$ cat src/rtl/pipe_pkg.sv
// Shared types and constants for the pipeline hazard controller and its mul/div tracker.
package pipe_pkg;
  localparam int REG_AW_DEF = 5;

  typedef enum logic [1:0] {
    MD_IDLE = 2'd0,
    MD_BUSY = 2'd1,
    MD_DONE = 2'd2
  } md_state_t;

  localparam logic [1:0] FWD_RF  = 2'b00;
  localparam logic [1:0] FWD_WB  = 2'b01;
  localparam logic [1:0] FWD_MEM = 2'b10;
endpackage

$ cat src/rtl/pipe_hazard_ctrl_md_busy_tracker.sv
// Tracks an in-flight multi-cycle mul/div: busy for MD_LAT-1 cycles after issue,
// then a one-cycle done pulse, with back-to-back reissue allowed from DONE.
module md_busy_tracker
  import pipe_pkg::*;
#(
  parameter int MD_LAT = 4
) (
  input  logic clk,
  input  logic reset,
  input  logic mdStartE,
  output logic mdBusy,
  output logic mdDone
);

  localparam logic [3:0] CNT_LOAD = 4'(MD_LAT - 1);

  md_state_t  state;
  logic [3:0] cnt;

  always_ff @(posedge clk) begin
    if (!reset) begin
      state  <= MD_IDLE;
      cnt    <= '0;
      mdBusy <= 1'b0;
      mdDone <= 1'b0;
    end else begin
      case (state)
        MD_IDLE: begin
          if (mdStartE) begin
            state  <= MD_BUSY;
            cnt    <= CNT_LOAD;
            mdBusy <= 1'b1;
            mdDone <= 1'b0;
          end
        end
        // A start while busy is a protocol error and is deliberately ignored here.
        MD_BUSY: begin
          if (cnt == 4'd1) begin
            state  <= MD_DONE;
            cnt    <= '0;
            mdBusy <= 1'b0;
            mdDone <= 1'b1;
          end else begin
            cnt <= cnt - 4'd1;
          end
        end
        MD_DONE: begin
          if (mdStartE) begin
            state  <= MD_BUSY;
            cnt    <= CNT_LOAD;
            mdBusy <= 1'b1;
          end else begin
            state  <= MD_IDLE;
            mdBusy <= 1'b0;
          end
          mdDone <= 1'b0;
        end
        default: begin
          state  <= MD_IDLE;
          cnt    <= '0;
          mdBusy <= 1'b0;
          mdDone <= 1'b0;
        end
      endcase
    end
  end

  always @(posedge clk) begin
    if (reset && state == MD_BUSY)
      assert (!mdStartE) else $error("md_busy_tracker: mdStartE issued while unit busy");
  end

endmodule

$ cat src/rtl/pipe_hazard_ctrl.sv
// Hazard unit for a 5-stage pipeline: operand forwarding, load-use / branch /
// mul-div stalls, redirect flushes and a saturating stall-cycle counter.
module pipe_hazard_ctrl
  import pipe_pkg::*;
#(
  parameter int REG_AW = REG_AW_DEF,
  parameter int MD_LAT = 4,
  parameter int CNT_W  = 16
) (
  input  logic              clk,
  input  logic              reset,
  input  logic              branchD,
  input  logic              jumpD,
  input  logic              pcSrcD,
  input  logic [REG_AW-1:0] RsD,
  input  logic [REG_AW-1:0] RtD,
  input  logic [REG_AW-1:0] RsE,
  input  logic [REG_AW-1:0] RtE,
  input  logic [REG_AW-1:0] WriteRegE,
  input  logic [REG_AW-1:0] WriteRegM,
  input  logic [REG_AW-1:0] WriteRegW,
  input  logic              RegWriteE,
  input  logic              RegWriteM,
  input  logic              RegWriteW,
  input  logic              MemtoRegE,
  input  logic              MemtoRegM,
  input  logic              mdOpD,
  input  logic              mdStartE,
  output logic              stallF,
  output logic              stallD,
  output logic              flushD,
  output logic              flushE,
  output logic              ForwardAD,
  output logic              ForwardBD,
  output logic [1:0]        ForwardAE,
  output logic [1:0]        ForwardBE,
  output logic              mdBusy,
  output logic              mdDone,
  output logic [CNT_W-1:0]  stallCnt
);

  // Register 0 is hardwired to zero, so it can never carry a dependency.
  function automatic logic regHit(input logic [REG_AW-1:0] dst, input logic [REG_AW-1:0] src);
    return (dst != '0) && (dst == src);
  endfunction

  function automatic logic [1:0] fwdSel(input logic [REG_AW-1:0] src);
    if (RegWriteM && regHit(WriteRegM, src))
      return FWD_MEM;
    else if (RegWriteW && regHit(WriteRegW, src))
      return FWD_WB;
    else
      return FWD_RF;
  endfunction

  logic lwStall, brStall, mdStall, anyStall;

  md_busy_tracker #(.MD_LAT(MD_LAT)) uMdBusy (
    .clk      (clk),
    .reset    (reset),
    .mdStartE (mdStartE),
    .mdBusy   (mdBusy),
    .mdDone   (mdDone)
  );

  always_comb begin
    ForwardAE = fwdSel(RsE);
    ForwardBE = fwdSel(RtE);
    ForwardAD = RegWriteM && regHit(WriteRegM, RsD);
    ForwardBD = RegWriteM && regHit(WriteRegM, RtD);

    lwStall  = MemtoRegE && (regHit(RtE, RsD) || regHit(RtE, RtD));
    brStall  = branchD &&
               ((RegWriteE && (regHit(WriteRegE, RsD) || regHit(WriteRegE, RtD))) ||
                (MemtoRegM && (regHit(WriteRegM, RsD) || regHit(WriteRegM, RtD))));
    mdStall  = mdOpD && (mdBusy || mdStartE);
    anyStall = lwStall || brStall || mdStall;

    stallF = anyStall;
    stallD = anyStall;
    flushE = anyStall;
    // A redirect waits until the stalled D instruction is allowed to move.
    flushD = (pcSrcD || jumpD) && !anyStall;
  end

  always_ff @(posedge clk) begin
    if (!reset)
      stallCnt <= '0;
    else if (stallD && (stallCnt != '1))
      stallCnt <= stallCnt + CNT_W'(1);
  end

endmodule
$ cat config.mk
export PLATFORM = sky130hd
export DESIGN_NAME = pipe_hazard_ctrl
export DESIGN_NICKNAME = d
export VERILOG_FILES = /design/src/rtl/pipe_pkg.sv /design/src/rtl/pipe_hazard_ctrl_md_busy_tracker.sv /design/src/rtl/pipe_hazard_ctrl.sv
export SDC_FILE = /design/constraint.sdc
export NUM_CORES = 1
export LEC_CHECK = 0
export CAP_MARGIN = 15
export CORE_MARGIN = 4
export CORE_UTILIZATION = 50
export CTS_CLUSTER_DIAMETER = 150
export DETAILED_ROUTE_END_ITERATION = 12
export DONT_BUFFER_PORTS = 1
export GPL_TIMING_DRIVEN = 0
export PLACE_DENSITY_LB_ADDON = 0.05
export SLEW_MARGIN = 40
export SYNTH_ARGS = -nofsm -noshare
export SYNTH_HDL_FRONTEND = slang
export SYNTH_SLANG_ARGS = --single-unit
export TNS_END_PERCENT = 20
$ cat constraint.sdc
create_clock -name clk -period 2.3 [get_ports clk]
set_input_delay 0.115 -clock clk [delete_from_list [all_inputs] [get_ports clk]]
set_output_delay 0.115 -clock clk [all_outputs]
set_load 0.005 [all_outputs]
==> metrics.yaml, run 1 <==
syn_nets: 281
initialDrtViolationCount: 88
fin_ws_ns: 0.1968
clkTransAtPathRegs_ns: 0.08
cts.path.max_buffers: 2
crit_path_start_kind: "register"
ys_seq_elements: 23
r2r_slack_ns: 0.20
grt_pass1_vias: 1718
rsz0062_at_grt: "false"
core_sq_um: 3442
track_usage_pct: 19.83
cts_buffers: 3
setup_viol: 0
wire_per_inst_um: 16.31
synth_top_area_share_pct: 24.90
viasPerCell: 6.074
detail_route.wirelength_um: 4600
worstSetupPathType: "reg -> reg"
die_y_um: 68.82
netlist_instances: 231
crit-reg2reg-launch: "stallCnt[7]"
maxSlewViolCount: 0
cap_violations: 0
synthDistinctLibCells: 42
reg2reg_to: "stallCnt[0]"
cp_cell_sequence: "nand3_2, nor3_4, nand3_1, or3_1, o31ai_4, buf_6, xor2_1, nor2_1"
finalCriticalPeriod_ns: 2.103
cpPeakStageDelay_ns: 0.45
die-area_sq_um: 4736
finalNetCount: 287
peakVddDrop_mv: 0.2023
hpwl_um: 3729
status: "finished, final reports clean"
fmax_mhz: 475.5
antenna_found_initial: 0
multi_input_area_sq_um: 1284
htreeDepth: 1
area.growth.synth_to_final_pct: 7.104
totalNegativeSetupSlack_ns: 0
fp.dieW_um: 68.82
endpoint_kind: "register"
post_synth.cell_area_avg_sq_um: 8.006
crit_slowest_cell: "or3_1"
clock_sinks: 23
regArea_sq_um: 461.7
power_density_nw_per_um2: 461.8
grt_first_pass_wirelength_um: 7341
ys_seq_area_share_pct: 24.90
tightest_slew_ns: 0.5078
rows: 21
cp-endpoint: "stallCnt[0]"
portBuffers: 0
critPathLaunch: "stallCnt[7]"
hold_path_class: "in -> reg"
reg2reg_depth: 8
vias: 1713
cts_tree: "built"
crit_fanout: 10
gr-total-overflow: 0
synth_top_area_cell: "dfxtp_1"
n_antenna_cell: 0
final_common_cell: "xnor2_1"
netlist_area_sq_um: 1849
final.fill_count: 324
grt_max_degree: 14
cts_root_buffer: "clkbuf_8"
dp_slack_ns: 0.09099
leakage_nw: 0.6393
yosysWarnings: 0
hold_viol: 0
required_ns: 2.45
clk_latency_ns: 0.27
ioPinCount: 75
holdWs_ns: 0.02256
period_share_pct: 91.44
first_pass_iters: 4
clock_skew_ns: 0.003597
slew_headroom_pct: 65.83
gp_congestion: 0.8537
cts_setup_buffers: 0
arrival_ns: 2.25
drive_gt1_share_pct: 14.41
antenna_left: 0
final_cell_mix: "xnor2_1 (30), dfxtp_1 (22), xor2_1 (21)"
initial_core_util_pct: 53.73
drc: 0
ys_top_cells_by_area: "dfxtp_1 (25%), xnor2_1 (14%), xor2_1 (9.9%), nand3_1 (4.9%), a21oi_1 (4.1%)"
## worst max-delay path: cells and delay by family, from the launching register on
| kind | cells | cell delay (ns) |
|---|---|---|
| AOI/OAI and AO/OA | 1 | 0.14 |
| xor gates and xnor gates | 1 | 0.15 |
| DFF | 1 | 0.43 |
| and+or+nand+nor | 5 | 1.05 |
| buffers and inverters | 1 | 0.20 |
## Yosys cell counts, drive strengths merged
library cell and number:
nor4 6, o31ai 7, o21ai 9, nand3b 2, ha 3, nand2b 2
xnor2 30, buf 11, o22ai 3, nand2 15, nor3b 1, nand3 18
inv 7, or4 9, nor3 8, a21oi 16, nand4 2, nor2 13
clkinv 1, and4 1, xor2 21, o221ai 1, mux2i 2, o22a 1
nor2b 1, clkbuf 5, or3 8, and3 1, o311a 2, dfxtp 23
a32o 1, o21a 1
## metrics by stage
step / util [%] / cell area (sq um) / power [W] / cells
final: 57.54 / 1981 / 0.0009147 / 282
after global routing: 57.54 / 1981 / 0.0009690 / 282
after CTS: 57.03 / 1963 / 0.0009230 / 282
after detailed placement: 55.40 / 1907 / 0.0006679 / 277
after global placement: 55.40 / 1907 / 0.0006597 / 277
after floorplan: - / 1849 / 0.0006295 / 231
## power by group
part / internal (W) / switching (W) / leakage [nW]
Clock: 0.000121 / 0.000133 / 0.0255
Combinational: 0.000112 / 0.000114 / 0.426
Sequential: 0.000414 / 0.0000204 / 0.187
Total: 0.000647 / 0.000268 / 0.639
## timing repair
action,CTS,global route
hold buffers,1,0
endpoints found under the hold margin,1,0
resized for setup,0,4
endpoints found under the setup margin,0,15
## cell families after synthesis
family | count (synthesis) | share of synthesized area [%]
and+or+nand+nor | 87 | 26.73
xor gates and xnor gates | 51 | 24.15
AOI/OAI and AO/OA | 41 | 14.55
buffers and inverters | 24 | 6.563
DFF | 23 | 24.90
adders and majority gates | 3 | 2.030
muxes | 2 | 1.083
## metal layers
layer  GRT usage, %  up-vias  wire (um)
met1          21.32      809       1648
met5              0        -          0
met4          7.056        0         65
li1               -      824          -
met3          4.862        5        437
met2          37.19       75       2448
## worst min-delay path by stage
stage                   from             end  slack [ns]  depth (start not counted)
detailed placement  mdStartE  uMdBusy.cnt[1]        0.27                          1
floorplan           mdStartE  uMdBusy.cnt[1]        0.26                          1
CTS                 mdStartE  uMdBusy.mdBusy        0.02                          2
global placement    mdStartE  uMdBusy.cnt[1]        0.27                          1
global route        mdStartE  uMdBusy.mdBusy        0.05                          2
finish              mdStartE  uMdBusy.mdBusy        0.02                          2
## sequential cells by signal, indices dropped and copies added (netlist names)
name and flops:
stallCnt 16, uMdBusy.state 2, uMdBusy.mdBusy 1, uMdBusy.cnt 4
## layout make-up
cell class,count,area share [%]
clock inverters,1,0.2527
repair buffers,1,0.5054
clock buffers,3,2.085
plain buffers,16,4.611
well taps,46,2.906
inverters,8,1.516
flip-flops and latches,23,23.31
multi-input cells,184,64.81
Power figures use the tool's default switching activity.
==> run 2: changes to the inputs <==
- CORE_MARGIN: 4 -> 1
- CORE_UTILIZATION: 50 -> 45
==> run 2 against run 1 <==
  * Critical path depth unchanged
  * Worst hold slack got worse by 0.0051 ns
  * Register-to-register slack improved by 0.04 ns
  * Clock-buffer cell count unchanged
  * Utilization decreased by 5.2 points
  * First-iteration DRC count decreased by 44%
  * Final cell count increased by 0.71%
  * Worst setup slack improved by 0.041 ns
  * Combinational power about the same
  * Sequential share of layout area about the same
  * Largest cell class unchanged
==> metrics.yaml, run 2 (synthesized netlist as in run 1, its figures left out) <==
status: "finished, final reports clean"
initial_core_util_pct: 48.68  # -5.0 points
rows: 22  # +4.8%
cts_setup_buffers: 0  # unchanged
required_ns: 2.45  # about the same
worstSetupPathType: "reg -> reg"
cts_tree: "built"
clkTransAtPathRegs_ns: 0.09  # about the same
endpoint_kind: "register"
antenna_found_initial: 0  # unchanged
drc: 0  # unchanged
vias: 1679  # -2.0%
final_cell_mix: "xnor2_1 (30), xor2_1 (21), dfxtp_1 (21)"
cap_violations: 0  # unchanged
setup_viol: 0  # unchanged
viasPerCell: 5.912  # -2.7%
crit_fanout: 10  # unchanged
fmax_mhz: 484.9  # +2.0%
dp_slack_ns: 0.1212  # +0.03016 ns
cts_root_buffer: "clkbuf_8"
cts.path.max_buffers: 2  # unchanged
finalCriticalPeriod_ns: 2.062  # -0.04084 ns
holdWs_ns: 0.01744  # -0.005115 ns
r2r_slack_ns: 0.24  # +0.04 ns
initialDrtViolationCount: 49  # -44%
finalNetCount: 287  # unchanged
totalNegativeSetupSlack_ns: 0  # unchanged
grt_pass1_vias: 1650  # -4.0%
antenna_left: 0  # unchanged
critPathLaunch: "stallCnt[8]"
reg2reg_to: "stallCnt[0]"
gp_congestion: 0.8920  # +4.5%
clk_latency_ns: 0.27  # about the same
fp.dieW_um: 66.11  # -3.9%
core_sq_um: 3799  # +10%
grt_first_pass_wirelength_um: 7189  # -2.1%
reg2reg_depth: 8  # unchanged
wire_per_inst_um: 15.70  # -3.7%
cp_cell_sequence: "nand3_2, nor3_4, nand3_1, or3_1, o31ai_4, buf_6, xor2_1, nor2_1"
drive_gt1_share_pct: 14.83  # +0.42 points
power_density_nw_per_um2: 465.6  # +0.81%
die_y_um: 66.11  # -3.9%
leakage_nw: 0.6361  # -0.51%
crit-reg2reg-launch: "stallCnt[8]"
portBuffers: 0  # unchanged
htreeDepth: 1  # unchanged
track_usage_pct: 21.07  # +1.2 points
met2_usage_pct: 41.07  # +3.9 points
top_regs: "stallCnt (16), uMdBusy.cnt (4), uMdBusy.state (2)"
grt_max_degree: 15  # +1
top_usage_layer: "met2"
clock_sinks: 23  # unchanged
peakVddDrop_mv: 0.2236  # +11%
arrival_ns: 2.21  # -0.04 ns
top_register: "stallCnt"
crit_slowest_cell: "or3_1"
met3_usage_pct: 4.828  # -0.035 points
cp-endpoint: "stallCnt[0]"
rsz0062_at_grt: "false"
clock_skew_ns: 0.003521  # -0.00007567 ns
die-area_sq_um: 4370  # -7.7%
slew_headroom_pct: 66.99  # +1.2 points
largest_register_ff_count: 16  # unchanged
hold_viol: 0  # unchanged
hpwl_um: 3529  # -5.4%
tightest_slew_ns: 0.4951  # -0.01268 ns
first_pass_iters: 4  # unchanged
cpPeakStageDelay_ns: 0.46  # about the same
final_common_cell: "xnor2_1"
ioPinCount: 75  # unchanged
final.fill_count: 372  # +15%
crit_path_start_kind: "register"
cts_buffers: 3  # unchanged
area.growth.synth_to_final_pct: 7.443
n_antenna_cell: 0  # unchanged
gr-total-overflow: 0  # unchanged
hold_path_class: "in -> reg"
fin_ws_ns: 0.2376  # +0.04084 ns
maxSlewViolCount: 0  # unchanged
period_share_pct: 89.67  # -1.8 points
use_met1_pct: 21.68  # +0.36 points
detail_route.wirelength_um: 4460  # -3.0%
==> run 2: cell type report <==
| cell class | instances | area (sq um) | share of cell area (%) |
|---|---|---|---|
| multi-input cells | 184 | 1284 | 64.61 |
| plain buffers | 16 | 91.34 | 4.597 |
| clock buffers | 3 | 41.29 | 2.078 |
| flip-flops and latches | 23 | 462.9 | 23.30 |
| clock inverters | 1 | 7.507 | 0.3778 |
| well taps | 48 | 60.06 | 3.023 |
| repair buffers | 1 | 10.01 | 0.5038 |
| inverters | 8 | 30.03 | 1.511 |
==> run 2: how the worst min path moves through the flow <==
stage | cells after the start | slack (ns) | end | from
floorplan | 1 | 0.26 | uMdBusy.cnt[1] | mdStartE
CTS | 2 | 0.02 | uMdBusy.mdBusy | mdStartE
detailed placement | 1 | 0.27 | uMdBusy.cnt[1] | mdStartE
global placement | 1 | 0.26 | uMdBusy.cnt[1] | mdStartE
finish | 2 | 0.02 | uMdBusy.mdBusy | mdStartE
global route | 2 | 0.02 | uMdBusy.mdBusy | mdStartE
==> run 2: routing by layer <==
metal  share of wire [%]  wire length [um]  vias to the layer above
met1                  39              1754                      779
met5                   0                 0                        -
met2                  52              2309                       70
met3                 7.7               342                        7
met4                 1.2                53                        0
li1                    -                 -                      823
==> run 2: power breakdown <==
group | internal [W] | switching, W | leakage, nW
logic | 0.000113 | 0.000115 | 0.426
clock network | 0.000123 | 0.000140 | 0.0217
registers | 0.000414 | 0.0000209 | 0.188
==> run 2: worst max-delay path, delay by kind of cell (launching register included) <==
kind | cells | cell delay (ns)
AO/OA/AOI/OAI | 1 | 0.14
buffers and inverters | 1 | 0.21
AND/OR/NAND/NOR | 5 | 1.04
flip-flops | 1 | 0.41
XOR/XNOR | 1 | 0.15
==> run 2: through the flow <==
step,cell area (sq um),total power (W),util [%],std cells
after floorplan,1849,0.0006295,-,231
after global placement,1909,0.0006617,50.26,279
after detailed placement,1909,0.0006691,50.26,279
after CTS,1968,0.0009280,51.81,284
after global routing,1987,0.0009755,52.31,284
final,1987,0.0009251,52.31,284
==> run 2: what timing repair did <==
| item | CTS | global route |
|---|---|---|
| gates resized for setup | 0 | 5 |
| endpoints found under the setup margin | 0 | 15 |
| hold endpoints to repair | 1 | 0 |
| hold buffers | 1 | 0 |
